`config.mk`:
```
export PLATFORM = sky130hd
export DESIGN_NAME = dvi_frame_capture_ctrl
export DESIGN_NICKNAME = d
export VERILOG_FILES = /design/src/rtl/dvi_cap_pkg.sv /design/src/rtl/dvi_cap_pix_counter.sv /design/src/rtl/dvi_frame_capture_ctrl.sv
export SDC_FILE = /design/constraint.sdc
export NUM_CORES = 1
export LEC_CHECK = 0
export ABC_AREA = 1
export CORE_UTILIZATION = 55
export CTS_CLUSTER_SIZE = 14
export DETAILED_ROUTE_END_ITERATION = 10
export PLACE_DENSITY_LB_ADDON = 0.3
export SETUP_SLACK_MARGIN = 0.02
export SKIP_LAST_GASP = 1
export SYNTH_ARGS = -nofsm -noshare
export SYNTH_HDL_FRONTEND = slang
export SYNTH_SLANG_ARGS = --single-unit
```
`constraint.sdc`:
```
create_clock -name iCLK -period 6.1 [get_ports iCLK]
set_clock_uncertainty 0.15 [all_clocks]
set_input_delay 0.915 -clock iCLK [delete_from_list [all_inputs] [get_ports iCLK]]
set_output_delay 0.915 -clock iCLK [all_outputs]
set_load 0.05 [all_outputs]
```
`src/rtl/dvi_cap_pkg.sv`:
```
// Shared state encoding, error-bit indices and pixel widths for the DVI
// frame capture controller.
package dvi_cap_pkg;

    typedef enum logic [1:0] {
        ST_IDLE    = 2'd0,
        ST_ARM     = 2'd1,
        ST_CAPTURE = 2'd2
    } cap_state_e;

    localparam int ERR_OVF   = 0;
    localparam int ERR_SHORT = 1;

    localparam int RGB_W = 8;
    localparam int PIX_W = 3 * RGB_W;

endpackage

```
`src/rtl/dvi_cap_pix_counter.sv`:
```
// Pixel/line position counter for one active frame; flags the final pixel
// so the controller can close the frame on that write.
module dvi_cap_pix_counter #(
    parameter int H_ACT = 640,
    parameter int V_ACT = 480,
    parameter int CNT_W = 12
) (
    input  logic             clk,
    input  logic             rst_n,
    input  logic             clr,
    input  logic             inc,
    output logic [CNT_W-1:0] pix,
    output logic [CNT_W-1:0] line,
    output logic             last_pix_of_frame
);

    localparam logic [CNT_W-1:0] PIX_LAST  = CNT_W'(H_ACT - 1);
    localparam logic [CNT_W-1:0] LINE_LAST = CNT_W'(V_ACT - 1);

    assign last_pix_of_frame = (pix == PIX_LAST) && (line == LINE_LAST);

    // NOTE: sequential state uses non-blocking assignments so every flop
    // samples pre-edge values regardless of statement order.
    always_ff @(posedge clk or negedge rst_n) begin
        if (!rst_n) begin
            pix  <= '0;
            line <= '0;
        end else if (clr) begin
            pix  <= '0;
            line <= '0;
        end else if (inc) begin
            if (pix == PIX_LAST) begin
                pix <= '0;
                // Line index saturates on the last line instead of wrapping.
                if (line != LINE_LAST) begin
                    line <= line + CNT_W'(1);
                end
            end else begin
                pix <= pix + CNT_W'(1);
            end
        end
    end

endmodule

```
`src/rtl/dvi_frame_capture_ctrl.sv`:
```
// Gates one H_ACT x V_ACT frame of DVI RX pixels into the frame-buffer write
// FIFO per capture request, aligned to vertical sync, with status reporting.
module dvi_frame_capture_ctrl
    import dvi_cap_pkg::*;
#(
    parameter int H_ACT = 640,
    parameter int V_ACT = 480,
    parameter int CNT_W = 12
) (
    input  logic             iCLK,
    input  logic             iRST_N,
    input  logic             iSTART,
    input  logic             iCONTINUOUS,
    input  logic             iABORT,
    input  logic             iVS,
    input  logic             iDVAL,
    input  logic [RGB_W-1:0] iR,
    input  logic [RGB_W-1:0] iG,
    input  logic [RGB_W-1:0] iB,
    input  logic             iFIFO_FULL,
    output logic             oWR_EN,
    output logic [PIX_W-1:0] oWR_DATA,
    output logic             oBUSY,
    output logic             oFRAME_DONE,
    output logic [1:0]       oERR,
    output logic [15:0]      oFRAME_CNT,
    output logic [CNT_W-1:0] oLINE_CNT
);

    cap_state_e       state_q, state_d;
    logic             vs_q;
    logic             vs_fall;
    logic             pix_ok;
    logic             cnt_clr, cnt_inc;
    logic             last_pix;
    logic [CNT_W-1:0] pix_idx, line_idx;
    logic             wr_en_d, done_d;
    logic [1:0]       err_q, err_d;
    logic [15:0]      frame_cnt_q, frame_cnt_d;

    assign vs_fall = vs_q & ~iVS;
    assign pix_ok  = iDVAL & ~iFIFO_FULL;

    dvi_cap_pix_counter #(
        .H_ACT (H_ACT),
        .V_ACT (V_ACT),
        .CNT_W (CNT_W)
    ) u_pix_counter (
        .clk               (iCLK),
        .rst_n             (iRST_N),
        .clr               (cnt_clr),
        .inc               (cnt_inc),
        .pix               (pix_idx),
        .line              (line_idx),
        .last_pix_of_frame (last_pix)
    );

    always_comb begin
        // NOTE: every signal driven here gets a default first, so no path
        // through the case leaves it unassigned and no latch is inferred.
        state_d     = state_q;
        cnt_clr     = 1'b0;
        cnt_inc     = 1'b0;
        wr_en_d     = 1'b0;
        done_d      = 1'b0;
        err_d       = err_q;
        frame_cnt_d = frame_cnt_q;

        if (iABORT) begin
            state_d = ST_IDLE;
        end else begin
            case (state_q)
                ST_IDLE: begin
                    if (iSTART) begin
                        state_d = ST_ARM;
                        err_d   = '0;
                    end
                end
                ST_ARM: begin
                    if (vs_fall) begin
                        state_d = ST_CAPTURE;
                        cnt_clr = 1'b1;
                    end
                end
                ST_CAPTURE: begin
                    // Completing write outranks a coincident vs_fall.
                    if (pix_ok && last_pix) begin
                        wr_en_d     = 1'b1;
                        cnt_inc     = 1'b1;
                        done_d      = 1'b1;
                        frame_cnt_d = frame_cnt_q + 16'd1;
                        state_d     = iCONTINUOUS ? ST_ARM : ST_IDLE;
                    end else if (vs_fall) begin
                        err_d[ERR_SHORT] = 1'b1;
                        cnt_clr          = 1'b1;
                    end else if (iDVAL && iFIFO_FULL) begin
                        err_d[ERR_OVF] = 1'b1;
                        state_d        = iCONTINUOUS ? ST_ARM : ST_IDLE;
                    end else if (pix_ok) begin
                        wr_en_d = 1'b1;
                        cnt_inc = 1'b1;
                    end
                end
                default: state_d = ST_IDLE;
            endcase
        end
    end

    always_ff @(posedge iCLK or negedge iRST_N) begin
        if (!iRST_N) begin
            state_q     <= ST_IDLE;
            vs_q        <= 1'b0;
            oWR_EN      <= 1'b0;
            oWR_DATA    <= '0;
            oFRAME_DONE <= 1'b0;
            err_q       <= '0;
            frame_cnt_q <= '0;
        end else begin
            state_q     <= state_d;
            vs_q        <= iVS;
            oWR_EN      <= wr_en_d;
            oFRAME_DONE <= done_d;
            err_q       <= err_d;
            frame_cnt_q <= frame_cnt_d;
            if (wr_en_d) begin
                oWR_DATA <= {iR, iG, iB};
            end
        end
    end

    assign oBUSY      = (state_q != ST_IDLE);
    assign oERR       = err_q;
    assign oFRAME_CNT = frame_cnt_q;
    assign oLINE_CNT  = (state_q == ST_CAPTURE) ? line_idx : '0;

    // The pixel index never reaches H_ACT and the line never passes V_ACT-1.
    assert property (@(posedge iCLK) disable iff (!iRST_N) pix_idx < CNT_W'(H_ACT));
    assert property (@(posedge iCLK) disable iff (!iRST_N) line_idx < CNT_W'(V_ACT));

endmodule

```
### Word level (Yosys, flattened, before mapping)

Index checks and enable logic that the tools add are counted.

| storage, ports and cells | value |
|---|---|
| register bits after elaboration | 71 |
| output and inout port bits | 57 |
| word-level logic and storage cells | 81 |

| cells by class | value |
|---|---|
| add/subtract/negate cells | 3 |
| equal/unequal tests | 14 |
| multiplexer cells | 35 |
| bitwise logic cells | 5 |
| reductions and logical operators | 14 |

Operators by type and width:

| operator | count |
|---|---|
| $mux 12 | 8 |
| $add 12x1->12 const B | 2 |
| $add 16x1->16 const B | 1 |
| $mux 1 | 16 |
| $mux 2 | 8 |
| $eq 12x10->1 const B | 1 |
| $eq 12x9->1 const B | 1 |
| $ne 12x9->1 const B | 1 |
| $ne 2x2->1 const B | 5 |
| $reduce_bool 2->1 | 5 |
| $ne 4x4->1 const B | 2 |
| $ne 3x3->1 const B | 2 |
| $pmux 2 s3 | 1 |
| $reduce_and 3->1 | 2 |
| $reduce_and 6->1 | 1 |
| $reduce_and 5->1 | 1 |
| $pmux 2 s2 | 1 |
| $reduce_and 4->1 | 1 |
| $logic_and 1x1->1 | 3 |
| $not 1->1 | 3 |
| $and 1x1->1 | 2 |
| $eq 2x1->1 const B | 1 |
| $eq 2x2->1 const B | 1 |
| $logic_not 2->1 | 1 |
| $pmux 1 s2 | 1 |

### Depth between registers and ports, before layout

Gate-level depths: netlist of the first run.

| logic depth | value |
|---|---|
| depth in word-level cells | 10 |
| depth in mapped cells | 12 |
| mapped depth without buffers | 11 |

### Hierarchy

From an unflattened synthesis of the first run, not the netlist that was laid out.

| unflattened totals | value |
|---|---|
| cells, all modules | 523 |
| area total of the unflattened synthesis | 3981.3 µm² |

Modules (own cells, without submodules):

| module | times used | cells each | area each (µm²) | sequential area each (µm²) |
|---|---|---|---|---|
| dvi_frame_capture_ctrl | 1 | 307 | 2466.1 | 1176.1 |
| dvi_cap_pix_counter | 1 | 216 | 1515.2 | 600.6 |

### Worst setup path before layout of the first run

Ideal clock, no wire load.

| timing | value |
|---|---|
| path type | register to output |
| from | register state_q[0] |
| to | output port oLINE_CNT[10] |
| arrival time | 1.569 ns |
| data required time | 5.035 ns |
| path slack | 3.466 ns |
| cell stages (with the launch flop) | 7 |
| buffers on the path | 2 |
| path through | dfrtp_1 inv_1 ha_1 clkbuf_1 clkbuf_1 nand2_1 inv_1 |

| between the ends | value |
|---|---|
| longest elaborated chain between the ends | 2 |

Ends and longest elaborated chain:

| item | line | source |
|---|---|---|
| from (decl) | dvi_frame_capture_ctrl.sv:30 | `cap_state_e state_q, state_d;` |
| from (signal assigned) | dvi_frame_capture_ctrl.sv:119 | `state_q <= state_d;` |
| $eq 2x2->1 | dvi_frame_capture_ctrl.sv:134 | `assign oLINE_CNT = (state_q == ST_CAPTURE) ? line_idx : '0;` |
| $mux 12 | dvi_frame_capture_ctrl.sv:134 |  |
| to (decl) | dvi_frame_capture_ctrl.sv:27 | `output logic [CNT_W-1:0] oLINE_CNT` |

Every way passes these cells.

### Worst setup path after layout of the first run

| timing | value |
|---|---|
| from | register state_q[0] |
| to | output port oLINE_CNT[2] |

Same word-level chain as after synthesis.

==> qor.json, run 1 <==
{
  "cp.arrival": {"value": 2.53, "unit": "ns"},
  "data_required_time_of_the_critical_path": {"value": 5.03, "unit": "ns"},
  "grt_antenna_before_repair": {"value": 0},
  "floorplan.io_pins": {"value": 89},
  "post_synth_fa_ha_maj_area_fraction": {"value": 2.483, "unit": "%"},
  "comb_power_share": {"value": 39.9, "unit": "%"},
  "route.detailed.wl_per_inst": {"value": 12.69, "unit": "um"},
  "postSynthCellCount": {"value": 529},
  "design.core.area": {"value": 6944, "unit": "um2"},
  "clock_tree.root_cell": {"value": "sky130_fd_sc_hd__clkbuf_8"},
  "grt_pass1_vias": {"value": 3346},
  "cts.htree.levels": {"value": 3},
  "routed_via_density": {"value": 5.177},
  "synth-warning-count": {"value": 0},
  "hpwl": {"value": 6375, "unit": "um"},
  "critPathBufInv": {"value": 3},
  "timing.critical_path.slowest_cell_delay": {"value": 0.80, "unit": "ns"},
  "p_leak": {"value": 0.002545, "unit": "uW"},
  "path_common_cell": {"value": "sky130_fd_sc_hd__inv_1"},
  "status": {"value": "finished clean"},
  "post_cts.repair.setup_buffers": {"value": 0},
  "ctsHoldBuffers": {"value": 0},
  "switching_share": {"value": 41.43, "unit": "%"},
  "route.final.wire_length": {"value": 9012, "unit": "um"},
  "synth_seq_area_share": {"value": 44.07, "unit": "%"},
  "pwr_density_cell": {"value": 317.3, "unit": "nW/um2"},
  "finalHoldViolCount": {"value": 0},
  "slew_headroom": {"value": 41.57, "unit": "%"},
  "critical-path-slowest-cell": {"value": "sky130_fd_sc_hd__clkdlybuf4s50_1"},
  "clk_latency": {"value": 0.35, "unit": "ns"},
  "tritoncts": {"value": "built"},
  "drive_above_1_share": {"value": 5.537, "unit": "%"},
  "wire_length_of_the_first_global_routing_pass": {"value": 14780, "unit": "um"},
  "startpoint_type": {"value": "register"},
  "synth_top_family_by_area": {"value": "simple AND/OR/NAND/NOR gates"},
  "die_w": {"value": 87.62, "unit": "um"},
  "muxShareOfSynthArea": {"value": 0, "unit": "%"},
  "worstPathMaxFanout": {"value": 17},
  "placementRows": {"value": 30},
  "synth-seq-cells": {"value": 71},
  "area.growth.synth_to_final": {"value": 26.29, "unit": "%"},
  "min_period_over_period": {"value": 58.92, "unit": "%"},
  "hold_class": {"value": "reg2reg"},
  "period_needed": {"value": 3.594, "unit": "ns"},
  "fill_cells": {"value": 531},
  "worst_slew_pin_slew": {"value": 0.8765, "unit": "ns"},
  "synthesis.area_per_instance": {"value": 7.621, "unit": "um2"},
  "setup_total_negative_slack": {"value": 0, "unit": "ns"},
  "die_height": {"value": 87.62, "unit": "um"},
  "firstDrtPassIters": {"value": 4},
  "vdd.ir_drop.worst": {"value": 332.4, "unit": "uV"},
  "post_dp_cell_area": {"value": 4905, "unit": "um2"},
  "share_seq_of_total_power": {"value": 37.7, "unit": "%"},
  "tritoncts.num_buffers": {"value": 9},
  "clock_tree.buffer_depth": {"value": 2},
  "complex_gate_fraction_of_the_synthesized_area": {"value": 1.800, "unit": "%"},
  "antenna_left": {"value": 0},
  "fin_cells": {"value": 710},
  "global_route.overflow_total": {"value": 0},
  "grt_start_max_net_pins": {"value": 72},
  "final_setup_violation_count": {"value": 0},
  "clk_pin_slew_worst_paths": {"value": 0.07, "unit": "ns"},
  "rsz_0062_raised_after_global_routing": {"value": "false"},
  "timing.max_cap.violations": {"value": 0},
  "fp.dieArea": {"value": 7676, "unit": "um2"},
  "drc": {"value": 0},
  "io_buffers": {"value": 88},
  "dr.first_iter.drc_count": {"value": 216},
  "mappedNetlistNets": {"value": 569},
  "internal-power": {"value": 946.1, "unit": "uW"},
  "final_area": {"value": 5091, "unit": "um2"},
  "critical_path_class": {"value": "reg2out"},
  "cts_sinks": {"value": 71},
  "yosys.cell_types.count": {"value": 31},
  "total_track_usage": {"value": 24.83, "unit": "%"},
  "num-nets-final": {"value": 650},
  "synthSimpleGateAreaFrac": {"value": 37.03, "unit": "%"},
  "numPlacedInstances": {"value": 695},
  "ctsResizeCount": {"value": 0},
  "post_synth_xor_area_fraction": {"value": 6.083, "unit": "%"},
  "path_delay_family": {"value": "buffers and inverters"},
  "num_vias": {"value": 3676},
  "start_util": {"value": 58.05, "unit": "%"},
  "portion_of_total_power_attributed_to_the_clock_network": {"value": 22.4, "unit": "%"},
  "p_switching": {"value": 669.2, "unit": "uW"},
  "syn_area": {"value": 4031, "unit": "um2"},
  "antenna-diode-count": {"value": 0},
  "finalCoreUtilization": {"value": 73.32, "unit": "%"},
  "maximum_achievable_frequency": {"value": 278.2, "unit": "MHz"},
  "global_placer_s_final_weighted_congestion": {"value": 0.9158},
  "final_max_slew_viol_count": {"value": 0},
  "end_kind": {"value": "primary output"},
  "path_cells": {"value": "inv_1 -> ha_1 -> nand2_1 -> inv_1 -> clkdlybuf4s50_1"}
}
stage by stage:
step	power (uW)	hold WS (ns)	setup slack [ns]
after floorplan	1038	0.3539	3.466
after global placement	1249	0.3038	2.719
after detailed placement	1264	0.3076	2.651
after CTS	1627	0.3270	2.515
after global routing	1696	0.3451	2.404
final	1615	0.3225	2.506
power groups by stage:
stage | registers [uW] | logic [uW] | clock network [uW]
2_1_floorplan | 871 | 167 | 0
5_1_grt | 618 | 690 | 389
3_5_place_dp | 615 | 649 | 0
3_3_place_gp | 613 | 636 | 0
6_report | 609 | 645 | 362
4_1_cts | 608 | 650 | 369
layout by cell type (no fill, tap or decap):
cell,Yosys,routed
sky130_fd_sc_hd__nand2_1,181,181
sky130_fd_sc_hd__clkdlybuf4s50_1,0,87
sky130_fd_sc_hd__dfrtp_1,71,71
sky130_fd_sc_hd__nand3_1,58,58
sky130_fd_sc_hd__inv_1,56,56
sky130_fd_sc_hd__nor2_1,39,39
sky130_fd_sc_hd__xor2_1,22,22
sky130_fd_sc_hd__nand4_1,21,21
sky130_fd_sc_hd__nor3_1,10,10
sky130_fd_sc_hd__clkbuf_8,0,9
sky130_fd_sc_hd__o21ai_0,8,8
sky130_fd_sc_hd__ha_1,8,8
sky130_fd_sc_hd__xnor2_1,6,6
sky130_fd_sc_hd__nor2_2,4,4
sky130_fd_sc_hd__nand2_2,3,3
sky130_fd_sc_hd__nand3_2,3,3
sky130_fd_sc_hd__a21oi_1,3,3
sky130_fd_sc_hd__nand3b_1,3,3
sky130_fd_sc_hd__clkinv_2,0,3
sky130_fd_sc_hd__nor2_4,2,2
sky130_fd_sc_hd__nand2_4,2,2
sky130_fd_sc_hd__a31oi_1,2,2
sky130_fd_sc_hd__clkinv_4,0,2
sky130_fd_sc_hd__nand4_4,1,1
sky130_fd_sc_hd__inv_2,1,1
sky130_fd_sc_hd__and3_1,1,1
sky130_fd_sc_hd__and2_1,1,1
sky130_fd_sc_hd__or2_2,1,1
sky130_fd_sc_hd__o21ai_1,1,1
sky130_fd_sc_hd__nor4_1,1,1
sky130_fd_sc_hd__nor3b_1,1,1
sky130_fd_sc_hd__bufinv_16,0,1
sky130_fd_sc_hd__buf_2,8,1
sky130_fd_sc_hd__buf_4,1,1
cell families after synthesis:
kind of cell             count (synthesis)
XOR/XNOR                                28
flip-flops                              71
adder cells (fa/ha/maj)                  8
AND/OR/NAND/NOR                        332
buffers and inverters                   76
AO/OA/AOI/OAI                           14
cell usage after synthesis:
| cell | n | area share, % |
|---|---|---|
| sky130_fd_sc_hd__nand3_2 | 3 | 0.74 |
| sky130_fd_sc_hd__nand4_4 | 1 | 0.53 |
| sky130_fd_sc_hd__nand2_1 | 181 | 17 |
| sky130_fd_sc_hd__a31oi_1 | 2 | 0.31 |
| sky130_fd_sc_hd__nand2_2 | 3 | 0.47 |
| sky130_fd_sc_hd__inv_2 | 1 | 0.093 |
| sky130_fd_sc_hd__nor3b_1 | 1 | 0.19 |
| sky130_fd_sc_hd__xor2_1 | 22 | 4.8 |
| sky130_fd_sc_hd__clkbuf_1 | 4 | 0.37 |
| sky130_fd_sc_hd__dfrtp_1 | 71 | 44 |
| sky130_fd_sc_hd__nand2_4 | 2 | 0.56 |
| sky130_fd_sc_hd__nor4_1 | 1 | 0.16 |
| sky130_fd_sc_hd__or2_2 | 1 | 0.16 |
| sky130_fd_sc_hd__nand3b_1 | 3 | 0.56 |
| sky130_fd_sc_hd__nor2_4 | 2 | 0.56 |
| sky130_fd_sc_hd__nor2_2 | 4 | 0.62 |
| sky130_fd_sc_hd__and3_1 | 1 | 0.16 |
| sky130_fd_sc_hd__buf_2 | 8 | 0.99 |
| sky130_fd_sc_hd__nor2_1 | 39 | 3.6 |
| sky130_fd_sc_hd__nand4_1 | 21 | 3.3 |
| sky130_fd_sc_hd__a21oi_1 | 3 | 0.37 |
| sky130_fd_sc_hd__buf_6 | 6 | 1.7 |
| sky130_fd_sc_hd__o21ai_0 | 8 | 0.99 |
| sky130_fd_sc_hd__nor3_1 | 10 | 1.2 |
| sky130_fd_sc_hd__and2_1 | 1 | 0.16 |
| sky130_fd_sc_hd__nand3_1 | 58 | 7.2 |
| sky130_fd_sc_hd__xnor2_1 | 6 | 1.3 |
| sky130_fd_sc_hd__inv_1 | 56 | 5.2 |
| sky130_fd_sc_hd__buf_4 | 1 | 0.19 |
| sky130_fd_sc_hd__o21ai_1 | 1 | 0.12 |
| sky130_fd_sc_hd__ha_1 | 8 | 2.5 |
per-layer routing:
metal | share of wire, % | vias up | global-route usage [%]
met3 | 6.4 | 14 | 7.163
li1 | - | 1833 | -
met5 | 0 | - | 0
met1 | 44 | 1701 | 30.85
met2 | 49 | 128 | 42.47
met4 | 1.0 | 0 | 6.855
layout make-up:
cell class	instances	area (um2)	share of cell area [%]
Timing Repair Buffer	89	883.3	17.35
Sequential cell	71	1777	34.90
Multi-Input combinational cell	382	1911	37.53
Clock inverter	6	62.56	1.229
Inverter	57	214.0	4.203
Tap cell	96	120.1	2.359
Clock buffer	9	123.9	2.433
sequential cells by signal (all words and copies together), names as in the netlist:
signal              cells
oWR_DATA               24
state_q                 2
vs_q                    1
u_pix_counter.line     12
u_pix_counter.pix      12
oERR                    2
oWR_EN                  1
oFRAME_CNT             16
oFRAME_DONE             1
tightest hold or removal path: stages (launching register included):
cell,delay (ns)
sky130_fd_sc_hd__dfrtp_1,0.34
sky130_fd_sc_hd__nand2_1,0.05
sky130_fd_sc_hd__nand2_1,0.05
worst paths after layout:
kind | cells past startpoint | slack [ns] | start | end
max | 5 | 2.51 | state_q[0]$_DFFE_PN0P_ | oLINE_CNT[2]
min | 2 | 0.32 | oWR_DATA[7]$_DFFE_PN0P_ | oWR_DATA[7]$_DFFE_PN0P_
max reg2reg | 9 | 3.25 | state_q[0]$_DFFE_PN0P_ | u_pix_counter.line[0]$_DFFE_PN0P_
min reg2reg | 2 | 0.32 | oWR_DATA[7]$_DFFE_PN0P_ | oWR_DATA[7]$_DFFE_PN0P_
max in group asynchronous | 2 | 4.61 | iRST_N | u_pix_counter.pix[7]$_DFFE_PN0P_
min in group asynchronous | 2 | 0.61 | iRST_N | oFRAME_CNT[6]$_DFFE_PN0P_
Power figures use the tool's default switching activity.
==> run 2, diff against run 1 <==
- CORE_UTILIZATION: 55 -> 46
- clock period: 6.1 -> 3 ns (I/O delays scaled with it)
==> run 2 against run 1 <==
  * Total power increased by 100%
  * Largest cell class unchanged
  * Design area increased by 0.32%
  * Cell count increased by 1.5%
  * Die area increased by 19%
  * Non-clock buffer count increased by 2
  * Flip-flop and latch count unchanged
  * Setup slack got worse by 2.3 ns
  * Highest routed layer unchanged
  * Sequential power increased by 100%
  * Clock power increased by 89%
  * First-iteration DRC count decreased by 6.9%
  * Combinational power increased by 100%
==> qor.json, run 2 (synthesis gave the netlist of run 1 again) <==
{
  "status": {"value": "finished clean", "change": "unchanged"},
  "largest_reg_flops": {"value": 24, "change": "unchanged"},
  "total_track_usage": {"value": 20.96, "unit": "%", "change": "was 24.83%"},
  "area.growth.synth_to_final": {"value": 26.69, "unit": "%", "change": "was 26.29%"},
  "final_area": {"value": 5107, "unit": "um2", "change": "was 5091 um2"},
  "clk_latency": {"value": 0.35, "unit": "ns", "change": "about the same"},
  "hold_class": {"value": "in2async", "change": "was reg2reg"},
  "slew_headroom": {"value": 40.12, "unit": "%", "change": "was 41.57%"},
  "ctsHoldBuffers": {"value": 0, "change": "unchanged"},
  "clk_pin_slew_worst_paths": {"value": 0.07, "unit": "ns", "change": "about the same"},
  "hpwl": {"value": 6321, "unit": "um", "change": "was 6375 um"},
  "finalHoldWorstSlack": {"value": 0.04352, "unit": "ns", "change": "was 0.3225 ns"},
  "rsz_0062_raised_after_global_routing": {"value": "false", "change": "unchanged"},
  "tritoncts": {"value": "built", "change": "unchanged"},
  "design.core.area": {"value": 8341, "unit": "um2", "change": "was 6944 um2"},
  "num-nets-final": {"value": 652, "change": "was 650"},
  "grt_pass1_vias": {"value": 3392, "change": "was 3346"},
  "tritoncts.num_buffers": {"value": 9, "change": "unchanged"},
  "drc": {"value": 0, "change": "unchanged"},
  "vdd.ir_drop.worst": {"value": 616.8, "unit": "uV", "change": "was 332.4 uV"},
  "maximum_achievable_frequency": {"value": 359.8, "unit": "MHz"},
  "p_leak": {"value": 0.002542, "unit": "uW", "change": "was 0.002545 uW"},
  "largest-register": {"value": "oWR_DATA", "change": "unchanged"},
  "fin_cells": {"value": 721, "change": "was 710"},
  "period_needed": {"value": 2.779, "unit": "ns"},
  "grt_start_max_net_pins": {"value": 72, "change": "unchanged"},
  "die_height": {"value": 95.62, "unit": "um", "change": "was 87.62 um"},
  "floorplan.io_pins": {"value": 89, "change": "unchanged"},
  "startpoint_type": {"value": "register", "change": "unchanged"},
  "numPlacedInstances": {"value": 706, "change": "was 695"},
  "cts.htree.levels": {"value": 3, "change": "unchanged"},
  "min_period_over_period": {"value": 92.63, "unit": "%"},
  "start_util": {"value": 48.33, "unit": "%", "change": "was 58.05%"},
  "finalHoldViolCount": {"value": 0, "change": "unchanged"},
  "cp.arrival": {"value": 2.18, "unit": "ns", "change": "was 2.53 ns"},
  "finalCoreUtilization": {"value": 61.24, "unit": "%", "change": "was 73.32%"},
  "layout_common_cells": {"value": "sky130_fd_sc_hd__nand2_1 (181), sky130_fd_sc_hd__clkdlybuf4s50_1 (87), sky130_fd_sc_hd__dfrtp_1 (71), sky130_fd_sc_hd__nand3_1 (58), sky130_fd_sc_hd__inv_1 (56)", "change": "unchanged"},
  "firstDrtPassIters": {"value": 4, "change": "unchanged"},
  "die_w": {"value": 95.62, "unit": "um", "change": "was 87.62 um"},
  "grt_antenna_before_repair": {"value": 0, "change": "unchanged"},
  "setup_total_negative_slack": {"value": 0, "unit": "ns", "change": "unchanged"},
  "global_route.overflow_total": {"value": 0, "change": "unchanged"},
  "io_buffers": {"value": 88, "change": "unchanged"},
  "timing.max_cap.violations": {"value": 0, "change": "unchanged"},
  "end_kind": {"value": "primary output", "change": "unchanged"},
  "cts_sinks": {"value": 71, "change": "unchanged"},
  "data_required_time_of_the_critical_path": {"value": 2.40, "unit": "ns", "change": "was 5.03 ns"},
  "drive_above_1_share": {"value": 6.006, "unit": "%", "change": "was 5.537%"},
  "layout_commonest_cell": {"value": "sky130_fd_sc_hd__nand2_1", "change": "unchanged"},
  "dr.first_iter.drc_count": {"value": 201, "change": "was 216"},
  "critical_path_class": {"value": "reg2out", "change": "unchanged"},
  "worst_slew_pin_slew": {"value": 0.8981, "unit": "ns", "change": "was 0.8765 ns"},
  "global_placer_s_final_weighted_congestion": {"value": 0.8862, "change": "was 0.9158"},
  "clock_tree.buffer_depth": {"value": 2, "change": "unchanged"},
  "pwr_density_cell": {"value": 633.8, "unit": "nW/um2", "change": "was 317.3 nW/um2"},
  "fp.dieArea": {"value": 9142, "unit": "um2", "change": "was 7676 um2"},
  "placementRows": {"value": 33, "change": "was 30"},
  "wire_length_of_the_first_global_routing_pass": {"value": 15040, "unit": "um", "change": "was 14780 um"},
  "num_vias": {"value": 3616, "change": "was 3676"},
  "antenna-diode-count": {"value": 0, "change": "unchanged"},
  "route.final.wire_length": {"value": 8894, "unit": "um", "change": "was 9012 um"},
  "worstPathMaxFanout": {"value": 13, "change": "was 17"},
  "antenna_left": {"value": 0, "change": "unchanged"},
  "clock_tree.root_cell": {"value": "sky130_fd_sc_hd__clkbuf_8", "change": "unchanged"},
  "post_dp_cell_area": {"value": 4933, "unit": "um2", "change": "was 4905 um2"},
  "final_setup_violation_count": {"value": 0, "change": "unchanged"},
  "final_max_slew_viol_count": {"value": 0, "change": "unchanged"},
  "route.detailed.wl_per_inst": {"value": 12.34, "unit": "um", "change": "was 12.69 um"},
  "routed_via_density": {"value": 5.015, "change": "was 5.177"}
}
## run 2: cell types whose count changed in the layout (fill, tap and decap cells not counted), sizes merged
cell / before / now
clkinvlp: 0 / 2
clkbuf: 9 / 10
bufinv: 1 / 0
clkinv: 5 / 2
inv: 57 / 58
buf: 2 / 4
## run 2: report_power, final
part	internal (uW)	switching, uW	total [uW]
clock network	318	367	685
logic	427	892	1320
registers	1130	105	1230
## run 2: final timing paths
kind / startpoint / end / slack, ns / cells past startpoint
hold / removal: iRST_N / state_q[0]$_DFFE_PN0P_ / 0.04 / 1
min in group iCLK: oWR_DATA[23]$_DFFE_PN0P_ / oWR_DATA[23]$_DFFE_PN0P_ / 0.32 / 2
hold reg to reg: oWR_DATA[23]$_DFFE_PN0P_ / oWR_DATA[23]$_DFFE_PN0P_ / 0.32 / 2
setup reg to reg: u_pix_counter.line[0]$_DFFE_PN0P_ / u_pix_counter.line[7]$_DFFE_PN0P_ / 0.67 / 11
max in group asynchronous: iRST_N / u_pix_counter.line[10]$_DFFE_PN0P_ / 2.03 / 1
setup / recovery: state_q[0]$_DFFE_PN0P_ / oLINE_CNT[3] / 0.22 / 5
## run 2: critical path: stages, from the launching register on
cell	delay [ns]
sky130_fd_sc_hd__dfrtp_1	0.44
sky130_fd_sc_hd__inv_1	0.11
sky130_fd_sc_hd__ha_2	0.33
sky130_fd_sc_hd__nand2_1	0.10
sky130_fd_sc_hd__inv_1	0.06
sky130_fd_sc_hd__clkdlybuf4s50_1	0.79
## run 2: routing by layer
metal	GRT usage [%]	vias up	share of wire, %
li1	-	1838	-
met1	26.85	1684	46
met2	34.94	90	48
met3	5.183	4	5.0
met4	6.219	0	0.78
met5	0	-	0
## run 2: what timing repair did
| action | in CTS | in global routing |
|---|---|---|
| hold endpoints to repair | 0 | 0 |
| setup buffers | 0 | 0 |
| gates resized for setup | 0 | 1 |
| endpoints found under the setup margin | 0 | 12 |
## run 2: area by class of cell
| cell class | instances | area (um2) |
|---|---|---|
| clock buffer | 10 | 137.6 |
| clock inverter | 5 | 33.78 |
| fill | 749 | 3233 |
| inverter | 57 | 214.0 |
| multi-input combinational | 382 | 1913 |
| sequential | 71 | 1777 |
| tap | 105 | 131.4 |
| timing repair buffer | 91 | 900.9 |
## run 2: per-stage QoR
step | power (uW) | setup slack (ns)
3_3_place_gp | 2553 | 0.5155
6_report | 3237 | 0.2210
2_1_floorplan | 2111 | 0.8307
3_5_place_dp | 2576 | 0.4528
5_1_grt | 3417 | 0.1143
4_1_cts | 3272 | 0.07154
